File: config.mk
export PLATFORM = sky130hd
export DESIGN_NAME = seg_text_buffer
export DESIGN_NICKNAME = d
export VERILOG_FILES = /design/src/rtl/seg_text_buffer_pkg.sv /design/src/rtl/seg_char_decode.sv /design/src/rtl/seg_text_buffer.sv
export SDC_FILE = /design/constraint.sdc
export NUM_CORES = 1
export LEC_CHECK = 0
export BUFFER_PORTS_ARGS = -buffer_cell sky130_fd_sc_hd__clkbuf_2
export CAP_MARGIN = 5
export CORE_UTILIZATION = 40
export DETAILED_ROUTE_END_ITERATION = 10
export PLACE_DENSITY = 0.59
export SYNTH_ARGS = -nofsm -noshare
export SYNTH_HDL_FRONTEND = slang
export SYNTH_HIERARCHICAL = 1
export SYNTH_SLANG_ARGS = --single-unit
File: constraint.sdc
create_clock -name clk -period 3.3 [get_ports clk]
set_input_delay 0.165 -clock clk [delete_from_list [all_inputs] [get_ports clk]]
set_output_delay 0.165 -clock clk [all_outputs]
set_load 0.1 [all_outputs]
File: src/rtl/seg_text_buffer_pkg.sv
// Shared seven-segment definitions: character codes, segment patterns and the
// hex-digit lookup table. Used by the text buffer and by the display scanner.
// Segment bit order everywhere is bit6..bit0 = a,b,c,d,e,f,g, active high.
package seg_text_buffer_pkg;

  localparam int NUM_DIGITS = 8;

  // Character codes above the 16 hex digits
  localparam logic [4:0] CHAR_BLANK = 5'd16;
  localparam logic [4:0] CHAR_DASH  = 5'd17;

  localparam logic [6:0] SEG_OFF  = 7'b0000000;
  localparam logic [6:0] SEG_DASH = 7'b0000001;

  // Hex digit patterns, indexed by digit value (entry 0 is the rightmost)
  localparam logic [15:0][6:0] SEG_HEX_TABLE = {
    7'b1000111,  // F
    7'b1001111,  // E
    7'b0111101,  // d
    7'b1001110,  // C
    7'b0011111,  // b
    7'b1110111,  // A
    7'b1111011,  // 9
    7'b1111111,  // 8
    7'b1110000,  // 7
    7'b1011111,  // 6
    7'b1011011,  // 5
    7'b0110011,  // 4
    7'b1111001,  // 3
    7'b1101101,  // 2
    7'b0110000,  // 1
    7'b1111110   // 0
  };

  typedef enum logic {
    ST_IDLE  = 1'b0,
    ST_CLEAR = 1'b1
  } state_e;

endpackage

File: src/rtl/seg_char_decode.sv
// Character-code to seven-segment decoder, purely combinational.
// Ports:
//   code_i [4:0] : character code (0-15 hex, 17 dash, anything else blank)
//   seg_o  [6:0] : active-high segment pattern a..g (bit6..bit0)
module seg_char_decode
  import seg_text_buffer_pkg::*;
(
  input  logic [4:0] code_i,
  output logic [6:0] seg_o
);

  always_comb begin
    seg_o = SEG_OFF;
    if (!code_i[4]) begin
      seg_o = SEG_HEX_TABLE[code_i[3:0]];
    end else if (code_i == CHAR_DASH) begin
      seg_o = SEG_DASH;
    end
  end

endmodule

File: src/rtl/seg_text_buffer.sv
// Eight-character text buffer feeding a seven-segment scanner.
// Characters are written by index or shifted in at entry 0; a clear request
// blanks the buffer one entry per cycle. One selected digit can blink.
// Ports:
//   clk, rst         : clock, asynchronous active-high reset
//   wr_valid/ready   : write handshake (ready is low during clear)
//   wr_mode          : 0 = write wr_char at wr_index, 1 = shift in at entry 0
//   wr_index, wr_char: write target and 5-bit character code
//   clear            : single-cycle request to blank all entries
//   blink_en/sel     : blink the selected digit
//   digit0..digit7   : registered segment patterns, a..g = bit6..bit0
module seg_text_buffer
  import seg_text_buffer_pkg::*;
#(
  parameter int BLINK_DIV = 25000000
) (
  input  logic       clk,
  input  logic       rst,
  input  logic       wr_valid,
  output logic       wr_ready,
  input  logic       wr_mode,
  input  logic [2:0] wr_index,
  input  logic [4:0] wr_char,
  input  logic       clear,
  input  logic       blink_en,
  input  logic [2:0] blink_sel,
  output logic [6:0] digit0,
  output logic [6:0] digit1,
  output logic [6:0] digit2,
  output logic [6:0] digit3,
  output logic [6:0] digit4,
  output logic [6:0] digit5,
  output logic [6:0] digit6,
  output logic [6:0] digit7
);

  localparam int              CNT_W    = 25;
  localparam logic [CNT_W-1:0] CNT_LAST = CNT_W'(BLINK_DIV - 1);

  state_e     state_q, state_d;
  logic [2:0] clr_idx_q, clr_idx_d;
  logic [4:0] entry_q [NUM_DIGITS];
  logic [4:0] entry_d [NUM_DIGITS];
  logic [6:0] seg_dec [NUM_DIGITS];
  logic [6:0] digit_q [NUM_DIGITS];
  logic [6:0] digit_d [NUM_DIGITS];
  logic [CNT_W-1:0] blink_cnt_q;
  logic             phase_q;
  logic             wr_fire;

  // ---------------------------------------------------------------------------
  // FSM: state register
  // ---------------------------------------------------------------------------
  // NOTE: sequential state uses non-blocking assignments so every register
  // samples its inputs from before the edge, independent of block ordering.
  always_ff @(posedge clk or posedge rst) begin
    if (rst) begin
      state_q   <= ST_IDLE;
      clr_idx_q <= '0;
    end else begin
      state_q   <= state_d;
      clr_idx_q <= clr_idx_d;
    end
  end

  // ---------------------------------------------------------------------------
  // FSM: next state
  // ---------------------------------------------------------------------------
  // NOTE: every combinational output gets a default first so no path leaves
  // it unassigned, which would otherwise infer a latch.
  always_comb begin
    state_d   = state_q;
    clr_idx_d = clr_idx_q;
    unique case (state_q)
      ST_IDLE: begin
        if (clear) begin
          state_d   = ST_CLEAR;
          clr_idx_d = '0;
        end
      end
      ST_CLEAR: begin
        if (clear) begin
          // A repeated request restarts the sweep from entry 0
          clr_idx_d = '0;
        end else begin
          clr_idx_d = clr_idx_q + 3'd1;
          if (clr_idx_q == 3'd7) state_d = ST_IDLE;
        end
      end
      default: state_d = ST_IDLE;
    endcase
  end

  // ---------------------------------------------------------------------------
  // FSM: outputs. Ready never looks at wr_valid, so no combinational loop
  // can form through an upstream valid-depends-on-ready source.
  // ---------------------------------------------------------------------------
  always_comb begin
    wr_ready = !rst && (state_q == ST_IDLE) && !clear;
  end

  assign wr_fire = wr_valid && wr_ready;

  // ---------------------------------------------------------------------------
  // Character buffer
  // ---------------------------------------------------------------------------
  always_comb begin
    entry_d = entry_q;
    if (state_q == ST_CLEAR) begin
      entry_d[clr_idx_q] = CHAR_BLANK;
    end else if (wr_fire) begin
      if (wr_mode) begin
        for (int i = NUM_DIGITS - 1; i > 0; i--) entry_d[i] = entry_q[i-1];
        entry_d[0] = wr_char;
      end else begin
        entry_d[wr_index] = wr_char;
      end
    end
  end

  // NOTE: the buffer is reset explicitly because the display must come up
  // blank; a plain storage array with no such need would be left unreset.
  always_ff @(posedge clk or posedge rst) begin
    if (rst) begin
      for (int i = 0; i < NUM_DIGITS; i++) entry_q[i] <= CHAR_BLANK;
    end else begin
      entry_q <= entry_d;
    end
  end

  // ---------------------------------------------------------------------------
  // Blink timebase: free-running, phase flips once per BLINK_DIV cycles
  // ---------------------------------------------------------------------------
  always_ff @(posedge clk or posedge rst) begin
    if (rst) begin
      blink_cnt_q <= '0;
      phase_q     <= 1'b0;
    end else if (blink_cnt_q == CNT_LAST) begin
      blink_cnt_q <= '0;
      phase_q     <= ~phase_q;
    end else begin
      blink_cnt_q <= blink_cnt_q + 1'b1;
    end
  end

  // ---------------------------------------------------------------------------
  // Decode and output registers
  // ---------------------------------------------------------------------------
  for (genvar g = 0; g < NUM_DIGITS; g++) begin : g_dec
    seg_char_decode u_dec (
      .code_i (entry_q[g]),
      .seg_o  (seg_dec[g])
    );
  end

  always_comb begin
    for (int i = 0; i < NUM_DIGITS; i++) begin
      digit_d[i] = seg_dec[i];
      if (blink_en && phase_q && (blink_sel == 3'(i))) digit_d[i] = SEG_OFF;
    end
  end

  always_ff @(posedge clk or posedge rst) begin
    if (rst) begin
      for (int i = 0; i < NUM_DIGITS; i++) digit_q[i] <= SEG_OFF;
    end else begin
      digit_q <= digit_d;
    end
  end

  assign digit0 = digit_q[0];
  assign digit1 = digit_q[1];
  assign digit2 = digit_q[2];
  assign digit3 = digit_q[3];
  assign digit4 = digit_q[4];
  assign digit5 = digit_q[5];
  assign digit6 = digit_q[6];
  assign digit7 = digit_q[7];

endmodule

-- After elaboration in Yosys (flattened, before gate mapping)
Memory sizes are Yosys's and may differ from the RTL's.
Cells that the tools add are included.
- flip-flop bits (word level): 126
- bits in read-only memories: 896
- output and inout port bits: 57
- logic and storage cells: 133
- memories kept: 8
- add/subtract/negate cells: 2
- order comparisons: 12
- equality and inequality tests: 18
- multiplexer cells: 48
- bitwise operators: 7
- reductions and logical operators: 18
- memories (memory ; depth ; bits a word ; read ports ; clocked after Yosys merged registers in ; write ports ; line ; source):
    (no name shown) ; 16 ; 7 ; 1 ; 0 ; 0 ; seg_char_decode.sv:15 ; seg_o = SEG_HEX_TABLE[code_i[3:0]];
    (no name shown) ; 16 ; 7 ; 1 ; 0 ; 0 ; seg_char_decode.sv:15 ;
    (no name shown) ; 16 ; 7 ; 1 ; 0 ; 0 ; seg_char_decode.sv:15 ;
    (no name shown) ; 16 ; 7 ; 1 ; 0 ; 0 ; seg_char_decode.sv:15 ;
    (no name shown) ; 16 ; 7 ; 1 ; 0 ; 0 ; seg_char_decode.sv:15 ;
    (no name shown) ; 16 ; 7 ; 1 ; 0 ; 0 ; seg_char_decode.sv:15 ;
    2 more memories ; - ; - ; - ; - ; - ; - ;
- operator list (kind ; number):
    2-to-1 mux 7 bit ; 24
    2-to-1 mux 40 bit ; 3
    bitwise mux 40 bit ; 1
    equality test 5 bit (second input constant) ; 8
    < comparator 4 x 5 -> 1 bit (second input constant) ; 8
    bitwise AND 32 bit ; 1
    inverter 32 bit ; 1
    demux 5 bit (select 3 bit) ; 2
    adder 25 x 1 -> 25 bit (second input constant) ; 1
    equality test 25 bit (second input constant) ; 1
    2-to-1 mux 25 bit ; 1
    equality test 3 bit (second input constant) ; 5
    logical AND 1 bit ; 14
    2-to-1 mux 1 bit ; 11
    2-to-1 mux 5 bit ; 2
    greater-or-equal comparator 4 bit (second input constant) ; 2
    < comparator 4 x 1 -> 1 bit (second input constant) ; 2
    inverter 3 -> 4 bit ; 2
    OR 8 bit ; 1
    equality test 3 x 2 -> 1 bit (second input constant) ; 2
    2-to-1 mux 3 bit ; 2
    case mux 3 bit (2 select lines) ; 1
    adder 3 x 1 -> 3 bit (second input constant) ; 1
    equality test 3 x 1 -> 1 bit (second input constant) ; 1
    other kinds (6) ; 8

-- Logic depth before layout (Yosys ltp)
Gate-level depths: netlist of run 1.
- depth after elaboration: 9
- mapped depth: 6
- gate-level depth less buffers: 6

-- Modules after synthesis
The synthesis of run 1 kept the hierarchy.
- modules (own cells, without submodules) (module ; instances ; cells each ; area each (um2) ; seq. area each (um2)):
    seg_text_buffer ; 1 ; 454 ; 5262.5 ; 3163.0
    seg_char_decode at g_dec[0].u_dec ... ; 7 ; 42 ; 311.5 ; 0.0
    seg_char_decode at g_dec[2].u_dec ; 1 ; 42 ; 326.6 ; 0.0

-- Worst setup path before layout of run 1
No wires, ideal clock.
- kind: reg2reg
- from: reg state_q
- to: reg entry_q[0] (netlist bit)
- library setup time: 79 ps
- arrival: 3575 ps
- data required time: 3221 ps
- slack: -353 ps
- stages on the path, launching flop included: 5
- path buffers: 1
- period minus slack after synthesis: 3653 ps
- path through: dfrtp_1 -> nor3_1 -> nand2_1 -> clkbuf_1 -> o2bb2ai_1
- word-level cells in the longest chain between the ends: 5
- elaborated cells on any way between the ends: 6
- RTL lines (element ; line ; source):
    start: declaration ; seg_text_buffer.sv:40 ; state_e state_q, state_d;
    start signal: assignment ; seg_text_buffer.sv:61 ; state_q <= state_d;
    inverter 1 bit ; - ;
    logical AND 1 bit (2 in series) ; seg_text_buffer.sv:99 ; wr_ready = !rst && (state_q == ST_IDLE) && !clear;
    named net wr_ready ; seg_text_buffer.sv:20 ; output logic wr_ready,
    logical AND 1 bit ; seg_text_buffer.sv:102 ; assign wr_fire = wr_valid && wr_ready;
    nonzero test 2 bit (no source line) ; - ;
    end signal: assignment ; seg_text_buffer.sv:127 ; entry_q <= entry_d;
    end: declaration ; seg_text_buffer.sv:42 ; logic [4:0] entry_q [NUM_DIGITS];
The timed path passes the listed nets, and every way through them passes these cells.
A chain may end at the register's enable or synchronous reset.

-- Worst setup path in the final report of run 1
- from: reg blink_cnt_q[0]
- to: reg blink_cnt_q[24]
- word-level cells in the longest chain between the ends: 2
- elaborated cells on any way between the ends: 3
- RTL lines (element ; line ; source):
    start: declaration ; seg_text_buffer.sv:47 ; logic [CNT_W-1:0] blink_cnt_q;
    start signal: assignment ; seg_text_buffer.sv:142 ; blink_cnt_q <= blink_cnt_q + 1'b1;
    adder 25 x 1 -> 25 bit or equality test 25 bit (tied branches) ; seg_text_buffer.sv:142, seg_text_buffer.sv:138 ;
    2-to-1 mux 25 bit (*) ; seg_text_buffer.sv:138 ; end else if (blink_cnt_q == CNT_LAST) begin
Mark *: on every way between the ends. The rest lies on a longest branch, timed or not.

==> run_results.csv, run 1 <==
group,metric,value,unit
outcome,outcome,"finished, final reports clean",
global_routing,antenna_found_initial,0,
sta,fin_skew,0.0162,ns
sta,rsz0062_at_grt,"false",
pwr,p_sw,948,uW
place,post-place-ws,1.18,ns
pwr,comb_power_share,0.084,
sta,slew_headroom,0.328,
logic_synthesis,synth-seq-area-share,0.407,
global_routing,grt_max_degree,71,
worst_setup_path,cp_cell_sequence,"ha_1, nand4_1, or4_1, or4_1, a21oi_1",
place,dpl_cell_area,8210,sq um
drt,routed_wl,17.4,mm
worst_setup_path,slowest_stage,"or4_1",
logic_synthesis,synthesis.instances,790,
logic_synthesis,async_flop_share,1.00,
worst_setup_path,path_class,"register to register",
hold_path,hp-class,"input pin to register",
cells_and_area,final_nets,916,
clock_tree,cts_buffers,17,
cells_and_area,diodes,0,
drt,drc,0,
place,port-buffer-count,73,
worst_setup_path,startpoint_type,"register",
sta,final_hold_viol_count,0,
cells_and_area,final_area,8830,sq um
drt,wire_per_inst,15.7,microns
die,die_w,141,microns
logic_synthesis,synth_commonest_cells,"118 x dfrtp_1, 74 x nor2_1, 62 x nor2b_1, 59 x ha_1, 37 x a22oi_1",
global_routing,track_usage,0.183,
die,core_area,18900,sq um
logic_synthesis,syn_area,7770,sq um
die,die_h,141,microns
worst_setup_path,crit_top_cell,"or4_1",
die,die-area,20000,sq um
logic_synthesis,synth-seq-cells,126,
logic_synthesis,synth_edf_count,0,
worst_setup_path,critPathTopFamily,"simple AND/OR/NAND/NOR gates",
place,hpwl,11.9,mm
worst_setup_path,critPathBufInv,0,
logic_synthesis,ys.flop_type,"dfrtp_1",
sta,worst_pin_slew,0.996,ns
drt,vias_per_cell,5.19,
logic_synthesis,yosys.area.top_type,"dfrtp_1",
pwr,switching_share,0.258,
logic_synthesis,syn-num-nets,866,
drt,vias,5775,
sta,final.setup.tns,0,ns
hold_path,min_from,"wr_char[2]",
worst_setup_path,worstReg2RegStart,"blink_cnt_q[0]",
pwr,clock_power_share,0.481,
pwr,p_leak,4.16,nW
sta,period_minus_slack,2.11,ns
pwr,intPower,2.73,mW
cells_and_area,multi_input_area,4160,sq um
cells_and_area,fill_cells,1834,
cells_and_area,syn_to_final_growth,13.6,%
clock_tree,cts_sinks,126,
clock_tree,htree_levels,4,
logic_synthesis,synth.distinct_cells,56,
logic_synthesis,synth_top_area_share,0.380,
logic_synthesis,yosysMostFrequentCell,"dfrtp_1",
drt,drt_iter0_drc,291,
global_routing,grt_pass1_vias,5542,
die,io_pins,74,
sta,setup_viol,0,
clock_tree,cts_tree,"built",
drt,antenna_left,0,
worst_setup_path,required,3.64,ns
worst_setup_path,path_max_fanout,9,
cells_and_area,drive_gt1_frac,0.184,
clock_tree,clk_latency,0.42,ns
pwr,ir_worst_vdd,0.000320,V
clock_tree,path_clk_slew,0.06,ns
logic_synthesis,yosys_warnings,6,
worst_setup_path,arrival,2.45,ns
worst_setup_path,max_stage_delay,0.64,ns
sta,worst_slack,1.19,ns
logic_synthesis,synth_area_per_cell,9.84,sq um
sta,fmax,474,MHz
cells_and_area,seqCellArea,3160,sq um
global_routing,grt-ovfl-total,0,
sta,fin_crit_sh,0.640,
worst_setup_path,end_kind,"register",
clock_tree,ctsResizeCount,0,
pwr,p_per_area,417,nW/um^2
clock_tree,root_buffer,"clkbuf_16",
place,finalWeightedCongestion,0.791,
run,drv_cap,0,
worst_setup_path,worstSetupStartpoint,"blink_cnt_q[0]",
global_routing,grt_first_pass_wirelength,28.8,mm
clock_tree,clk_path_buf_depth,2,
die,initial_core_util,0.411,
sta,slew_viol_final,0,
die,core.rowCount,50,
drt,drt_pre_antenna_iters,4,
pwr,seqPwrFrac,0.435,
logic_synthesis,netlist_top_cells_area,"dfrtp_1 38%, ha_1 9.5%, nor2b_1 5.0%, a22oi_1 3.6%, nor2_1 3.6%",
==> layout make-up <==
cell class | count | area share
clock buffers | 21 | 0.0533
repair buffers | 84 | 0.0536
clock inverters | 11 | 0.0103
flip-flops and latches | 126 | 0.358
inverters | 36 | 0.0157
well taps | 260 | 0.0369
multi-input cells | 575 | 0.472
==> power groups by stage <==
stage / logic [mW] / registers (mW) / clock network [mW]
2_1_floorplan: 0.123 / 1.73 / 0
3_3_place_gp: 0.307 / 1.63 / 0
3_5_place_dp: 0.307 / 1.63 / 0
4_1_cts: 0.312 / 1.60 / 1.82
5_1_grt: 0.334 / 1.60 / 1.88
6_report: 0.309 / 1.60 / 1.77
==> flip-flops by register name (all words and copies together) (netlist names) <==
| signal | count |
|---|---|
| digit6 | 7 |
| digit0 | 7 |
| blink_cnt_q | 25 |
| digit2 | 7 |
| digit5 | 7 |
| digit7 | 7 |
| entry_q | 40 |
| digit4 | 7 |
| clr_idx_q | 3 |
| phase_q | 1 |
| digit3 | 7 |
| digit1 | 7 |
| state_q | 1 |
==> layout by cell type, fill, tap and decap left out, drive strengths merged, types with 8 or more instances in the layout <==
cell type,Yosys,layout
o2bb2ai,28,28
nor2,74,74
nor2b,62,62
nand3b,10,10
dfrtp,118,118
mux2i,12,12
nand2,32,32
a221oi,8,8
nand3,13,13
xnor2,12,12
a22oi,37,37
dfstp,8,8
clkbuf,26,94
o21ai,26,26
o22ai,10,10
clkinv,1,8
ha,59,59
and2,16,16
inv,35,34
a211oi,16,16
o21a,8,8
nor3,11,11
a21oi,36,36
mux2,16,16
==> final timing paths <==
check,end,slack [ns],cells after the start
max reg2reg,blink_cnt_q[24],1.19,5
max,blink_cnt_q[24],1.19,5
min reg2reg,blink_cnt_q[0],0.50,1
min,entry_q[37],0.02,2
max in group asynchronous,digit6[4],1.98,4
min in group asynchronous,digit0[0],0.48,3
==> metrics by stage <==
| stage | util | std cells | total power [mW] | hold WS [ns] |
|---|---|---|---|---|
| final | 0.467 | 1113 | 3.68 | 0.0208 |
| after global placement | 0.435 | 1076 | 1.93 | 0.404 |
| after detailed placement | 0.435 | 1076 | 1.93 | 0.414 |
| after global routing | 0.467 | 1113 | 3.82 | 0.0133 |
| after floorplan | - | 790 | 1.86 | 0.231 |
| after CTS | 0.467 | 1113 | 3.73 | 0.00560 |
==> cells by family after synthesis <==
family	count (synthesis)	synth area share
compound gates	205	0.191
xor+xnor	19	0.0214
fa+ha+maj	59	0.0950
buf+inv	89	0.0576
flops	126	0.407
mux	28	0.0430
simple gates	264	0.185
==> repair_timing <==
action,in CTS,in global routing
hold buffers,5,0
buffers inserted,0,0
hold endpoints to repair,37,0
==> per-layer routing <==
layer | global-route usage | wire, microns
met5 | 0 | 0
met3 | 0.0405 | 597
met4 | 0.0651 | 221
met2 | 0.282 | 8000
met1 | 0.252 | 8610
Power figures use the tool's default switching activity.
==> inputs of run 2 (changes only) <==
==> constraint.sdc (replaced) <==
create_clock -name clk -period 1.9 [get_ports clk]
set_input_delay 0.095 -clock clk [delete_from_list [all_inputs] [get_ports clk]]
set_output_delay 0.095 -clock clk [all_outputs]
set_load 0.1 [all_outputs]
==> run 2 against run 1 <==
Net effect:
- wire length rose by 4.0%
- die area did not move
- clock skew fell by 0.0095 ns
- global-route usage rose by 0.93 points
- power rose by 72%
- combinational power rose by 82%
- critical path type unchanged
==> run_results.csv, run 2 (synthesis results as in run 1) <==
group,metric,value,unit
drt,drt_iter0_drc,396,
outcome,outcome,"finished, final reports clean",
drt,antenna_left,0,
place,hpwl,12.8,mm
sta,worst_pin_slew,0.696,ns
clock_tree,root_buffer,"clkbuf_16",
sta,period_minus_slack,1.85,ns
pwr,total_power,6.34,mW
drt,vias_per_cell,5.26,
cells_and_area,layout_common_cells,"117 x dfrtp_1, 74 x nor2_1, 73 x clkbuf_2",
worst_setup_path,end_kind,"register",
clock_tree,htree_levels,4,
global_routing,grt-ovfl-total,0,
die,core.rowCount,50,
sta,final_hold_viol_count,0,
global_routing,grt_pass1_vias,5844,
die,die-area,20000,sq um
die,die_h,141,microns
run,drv_cap,0,
sta,slew_headroom,0.535,
worst_setup_path,path_max_fanout,6,
cells_and_area,top_regs,"entry_q (40), blink_cnt_q (25)",
sta,slew_viol_final,0,
sta,fin_skew,0.00675,ns
drt,vias,6077,
place,dpl_cell_area,8540,sq um
clock_tree,cts_tree,"built",
clock_tree,path_clk_slew,0.06,ns
global_routing,antenna_found_initial,0,
die,die_w,141,microns
drt,routed_wl,18.1,mm
cells_and_area,final_area,9180,sq um
pwr,p_leak,4.36,nW
place,post-place-ws,0.00785,ns
drt,drt_pre_antenna_iters,5,
sta,fin_crit_sh,0.973,
sta,setup_viol,0,
global_routing,grt_first_pass_wirelength,30.3,mm
sta,worst_slack,0.0515,ns
clock_tree,clk_latency,0.43,ns
clock_tree,clk_path_buf_depth,2,
worst_setup_path,arrival,2.20,ns
clock_tree,cts_buffers,17,
worst_setup_path,startpoint_type,"register",
sta,hold_ws,0.160,ns
worst_setup_path,path_class,"register to register",
cells_and_area,drive_gt1_frac,0.226,
global_routing,track_usage,0.192,
cells_and_area,diodes,0,
clock_tree,cts_setup_buffers,0,
cells_and_area,largest_register_ff_count,40,
pwr,p_per_area,691,nW/um^2
die,io_pins,74,
cells_and_area,syn_to_final_growth,18.1,%
cells_and_area,final_common_cell,"dfrtp_1",
die,core_area,18900,sq um
cells_and_area,regMostFlops,"entry_q",
global_routing,grt_max_degree,61,
die,initial_core_util,0.411,
clock_tree,cts_sinks,126,
cells_and_area,final_nets,958,
cells_and_area,final_cells,1155,
hold_path,hp-class,"input pin to register",
pwr,ir_worst_vdd,0.000459,V
sta,rsz0062_at_grt,"true",
place,dpl.cell_count,1116,
place,port-buffer-count,73,
drt,wire_per_inst,15.7,microns
place,finalWeightedCongestion,0.827,
sta,fmax,541,MHz
worst_setup_path,required,2.25,ns
drt,drc,0,
[run 2: area by class of cell]
cell class,count,area (sq um)
Fill cell,1836,9720
Multi-Input combinational cell,575,4200
Sequential cell,126,3160
Timing Repair Buffer,126,806
Clock buffer,24,472
Tap cell,260,325
Inverter,36,139
Clock inverter,8,67.6
[run 2: critical path: stages, from the launching register on]
cell and delay, ns:
dfrtp_1 0.38, ha_2 0.22, nand4_1 0.13, or4_4 0.48
or4_4 0.42, a21oi_1 0.15
[run 2: worst paths after layout]
kind                                 from              end  slack, ns  cells past startpoint
max in group asynchronous             rst   blink_cnt_q[8]       0.99                      4
hold reg to reg                   phase_q          phase_q       0.50                      1
hold / removal               blink_sel[0]        digit5[6]       0.16                      4
setup / recovery           blink_cnt_q[1]  blink_cnt_q[22]       0.05                      5
setup reg to reg           blink_cnt_q[1]  blink_cnt_q[22]       0.05                      5
min in group asynchronous             rst        digit3[4]       0.26                      3
[run 2: repair_timing]
action / 4_1_cts / 5_1_grt
endpoints found under the hold margin: 21 / 0
endpoints found under the setup margin: 0 / 6
resized for setup: 0 / 7
hold buffers: 7 / 0
[run 2: where the power goes]
part | switching, mW | internal [mW] | leakage, nW | total, mW
clock | 1.15 | 1.85 | 0.268 | 3.00
combinational | 0.421 | 0.141 | 2.39 | 0.562
sequential | 0.0460 | 2.73 | 1.70 | 2.78
[run 2: per-stage QoR]
step / utilization / setup TNS, ns
final: 0.486 / 0
after global routing: 0.486 / -0.0619
after CTS: 0.484 / 0
after detailed placement: 0.452 / 0
after global placement: 0.452 / 0
after floorplan: - / -1.99
[run 2: metal layers]
layer  share of wire  track usage
met4           0.014       0.0617
met3           0.043       0.0418
met2            0.45        0.297
met1            0.49        0.268
met5               0            0
